--- config.mk ---
export PLATFORM = sky130hd
export DESIGN_NAME = prog_counter
export DESIGN_NICKNAME = d
export VERILOG_FILES = /design/src/rtl/prog_counter.sv
export SDC_FILE = /design/constraint.sdc
export NUM_CORES = 1
export LEC_CHECK = 0
export CORE_MARGIN = 2
export CORE_UTILIZATION = 40
export CTS_CLUSTER_SIZE = 10
export DETAILED_ROUTE_END_ITERATION = 10
export GPL_TIMING_DRIVEN = 0
export PLACE_DENSITY = 0.68
export SLEW_MARGIN = 25
export SYNTH_ARGS = -nofsm -noshare
export SYNTH_HDL_FRONTEND = slang
export SYNTH_SLANG_ARGS = --single-unit
export TNS_END_PERCENT = 30
--- constraint.sdc ---
create_clock -name clk -period 2.6 [get_ports clk]
set_clock_uncertainty 0.05 [all_clocks]
set_input_delay 0.26 -clock clk [delete_from_list [all_inputs] [get_ports clk]]
set_output_delay 0.26 -clock clk [all_outputs]
set_load 0.05 [all_outputs]
--- src/rtl/prog_counter.sv ---
// prog_counter: loadable up/down counter with prescaler, programmable limit,
// wrap/saturate/one-shot/reload terminal modes and a registered terminal-count pulse.
module prog_counter #(
    parameter int WIDTH      = 8,
    parameter int PRESCALE_W = 4
) (
    input  logic                  clk,
    input  logic                  rst_n,
    input  logic                  en,
    input  logic                  load,
    input  logic [WIDTH-1:0]      load_val,
    input  logic                  dir,
    input  logic [1:0]            mode,
    input  logic [WIDTH-1:0]      limit,
    input  logic [PRESCALE_W-1:0] prescale,
    input  logic                  oe,
    output logic [WIDTH-1:0]      count,
    output logic [WIDTH-1:0]      count_oe,
    output logic                  tc,
    output logic                  running
);
    typedef enum logic [1:0] {IDLE, RUN, HALT} state_t;
    state_t                state, state_nx;
    logic [WIDTH-1:0]      reload, count_nx;
    logic [PRESCALE_W-1:0] pre_cnt, pre_nx;
    logic                  tick, term, tc_nx;
    assign count_oe = {WIDTH{oe}};
    assign running  = state == RUN;
    assign tick     = state == RUN && pre_cnt == prescale;
    assign term     = dir ? count == limit : count == '0;
    always_ff @(posedge clk or negedge rst_n) begin
        if (!rst_n) begin
            state   <= IDLE;
            count   <= '0;
            reload  <= '0;
            pre_cnt <= '0;
            tc      <= 1'b0;
        end else begin
            state   <= state_nx;
            count   <= count_nx;
            pre_cnt <= pre_nx;
            tc      <= tc_nx;
            if (load) reload <= load_val;
        end
    end
    always_comb begin
        state_nx = state;
        count_nx = count;
        pre_nx   = pre_cnt;
        tc_nx    = 1'b0;
        if (load) begin
            count_nx = load_val;
            pre_nx   = '0;
            state_nx = en ? RUN : IDLE;
        end else begin
            if (state == IDLE && en) state_nx = RUN;
            if (state == RUN && !en) state_nx = IDLE;
            if (state == RUN) pre_nx = tick ? '0 : pre_cnt + 1'b1;
            if (tick) begin
                tc_nx = term;
                if (!term) count_nx = dir ? count + 1'b1 : count - 1'b1;
                else count_nx = mode == 2'b00 ? (dir ? '0 : limit) :
                                mode == 2'b11 ? reload : count;
                // a finished one-shot halts even if en dropped on the same cycle
                if (term && mode == 2'b10) state_nx = HALT;
            end
        end
    end
endmodule

==> impl_metrics.toml <==
[drt]
drt-total-wl_microns = 4300
drcViolationCount = 0
drt.antenna.violating_nets = 0
vias = 1571
initialDrtViolationCount = 88
wl_per_cell_microns = 14.7
first_pass_iters = 4
via_per_inst = 5.36

[timing]
period_minus_slack_ps = 2330
tightest_slew_ps = 508
timing.final.crit_share_pct = 89.5
hold_viol_final = 0
setup_violations = 0
maxSlewHeadroom_pct = 66.0
slew_viol_final = 0
finalSetupTns_ps = 0
max_freq_mhz = 430
rsz0062_at_grt = "no"

[logic_synthesis]
synth_cell_types = 42
synthesis.area_sq_um = 1720
avgSynthCellArea_sq_um = 8.86
synth_most_common_cell = "dfrtp_1"
synth.top_cells.by_area = "dfrtp_1 (34%), xnor2_1 (7.1%), ha_1 (6.6%)"
yosysWarnings = 0
synth_cells = 194
synth_nets = 232
async_flop_share_pct = 100
yosysTopAreaCell = "dfrtp_1"
synth_edf_count = 0
synth_top_flop_cell = "dfrtp_1"
ys_ff_latch = 23
synth_top_cell_area_share_pct = 33.5
yosysSeqAreaShare_pct = 33.5
synthTopCellsByCount = "dfrtp_1 (23), o21ai_0 (16), nand3_1 (14), xnor2_1 (14), inv_1 (13)"

[placed_design]
place_inst = 288
io_buffers = 44
gp_congestion = 0.821
dp_hpwl_microns = 3260
dpl_cell_area_sq_um = 2220

[global_route]
antenna_found_initial = 0
grt-busiest-layer = "met2"
met3_usage_pct = 2.62
grt_start_max_net_pins = 24
grt-ovfl-total = 0
grt_pass1_vias = 1543
grt_util_met2_pct = 30.9
use_met1_pct = 26.0
grt_usage_pct = 18.9
grt_pass1_wl_microns = 7420

[power]
total_power_uw = 1050
power.density_nw_per_um2 = 461
power_leakage_uw = 0.000943
ir_drop_v = 0.000223

[worst_setup_path]
worst_r2r_path_depth = 7
path_cells = "dlygate4sd2_1 -> clkinv_4 -> fa_1 -> a211oi_1 -> o21ai_0 -> a21oi_1 -> xor2_1 -> or3_1 -> a32oi_1"
rrSetupSlack_ps = 330
critical-path-max-stage-delay_ps = 520
critPathBufInv = 2
end_kind = "flip-flop"
cp_max_fo = 15
r2r_end = "count[6]"
start_kind = "input pin"
arrival_ps = 2460
rr_startpoint = "count[0]"
worstSetupPathType = "in2reg"
cpMaxStageDelayCell = "fa_1"
crit_required_ps = 2730
crit_family = "compound AO/OA/AOI/OAI gates"

[cells_and_area]
finalInstanceArea_sq_um = 2280
fill_cells = 397
nets = 282
syn_to_final_growth_pct = 32.5
drive_gt1_share_pct = 9.88
num_antenna_cells = 0
fin_cells = 293

[floorplan]
initial_utilization_pct = 42.3
io_pins = 46
row_count = 23
die_h_microns = 69.5
core_area_sq_um = 4060
dieArea_sq_um = 4840
die_x_microns = 69.5

[status]
status = "complete, no violations"

[clocking]
cts_buffers = 3
clock_latency_ps = 260
cts.sinks = 23
htreeDepth = 1
clk_path_buf_depth = 2
cts_root_buffer = "clkbuf_8"
cts_tree = "built"
postCtsSetupBuffers = 0
clkTransAtPathRegs_ps = 90

[flow_run]
cap_violations = 0

[hold_path]
hold_class = "in2async"
-- stage by stage --
step	setup slack [ps]	util [%]	hold WS (ps)
final	274	56.1	448
after global placement	-594	54.7	448
after floorplan	345	-	-85.6
after detailed placement	-603	54.7	450
after global routing	111	56.1	502
after CTS	268	56.0	470
-- worst register-to-register path, cell delays in order (launching register included) --
cell and delay, ps:
dfrtp_1 490, fa_1 490, a211oi_1 240, o21ai_0 130, a21oi_1 190, xor2_1 90, or3_1 320, a32oi_1 190
-- report_power, final --
group,switching (uW),internal (uW)
Combinational,220,180
Clock,122,107
Sequential,34.8,384
Total,377,672
-- final cells by class --
| class | instances | area (sq um) | area share (%) |
|---|---|---|---|
| multi-input combinational | 141 | 991 | 43.5 |
| timing repair buffer | 45 | 444 | 19.5 |
| buffer | 16 | 98.8 | 4.34 |
| clock buffer | 3 | 41.3 | 1.81 |
| inverter | 14 | 57.6 | 2.53 |
| clock inverter | 1 | 5.00 | 0.220 |
| tap | 50 | 62.6 | 2.75 |
| sequential | 23 | 576 | 25.3 |
-- registers in the layout (all words and copies together) (netlist names) --
| name | count |
|---|---|
| reload | 8 |
| pre_cnt | 4 |
| state | 2 |
| count | 8 |
| tc | 1 |
-- timing repair --
action	4_1_cts	5_1_grt
hold buffers	0	1
gates resized for setup	3	0
endpoints found under the setup margin	4	0
endpoints found under the hold margin	0	23
-- cell families after synthesis --
family,synth area share (%)
AO/OA/AOI/OAI,17.1
XOR/XNOR,10.2
adder cells (fa/ha/maj),7.72
buffers and inverters,8.81
flip-flops,33.5
multiplexers,4.95
AND/OR/NAND/NOR,17.7
-- worst max path at each step --
stage / endpoint / depth (start not counted) / from / slack, ps
after floorplan: count[6] / 7 / count[0] / 340
after global placement: count[6] / 9 / dir / -590
after detailed placement: count[6] / 9 / dir / -600
after CTS: count[6] / 9 / dir / 270
after global routing: count[6] / 9 / dir / 110
final: count[6] / 9 / dir / 270
-- cell usage in the layout, fill, tap and decap left out, types with 2 or more instances in the layout --
master           Yosys  layout
nand2b_1             7       7
a32oi_1              2       2
nand3b_1             3       3
a21o_1               2       2
a211oi_1             2       2
a22oi_1              2       2
buf_4                8       8
nor2_1               7       7
nor3_1               3       3
nand3_1             14      14
mux2i_1              4       4
or3_1                3       3
xor2_1               6       6
inv_1               13      13
a31oi_1              2       2
mux2_2               4       4
a21oi_1             12      12
clkbuf_8             0       3
nand4_1              3       3
clkbuf_1             5       5
clkdlybuf4s50_1      0      42
nand2_1             12      12
o21ai_0             16      16
ha_1                 9       9
xnor2_1             14      14
dfrtp_1             23      23
-- metal layers --
layer,share of wire [%],vias to the layer above
met5,0,-
met4,1.5,0
met3,5.2,10
met2,48,54
met1,46,734
li1,-,773
Power figures use the tool's default switching activity.
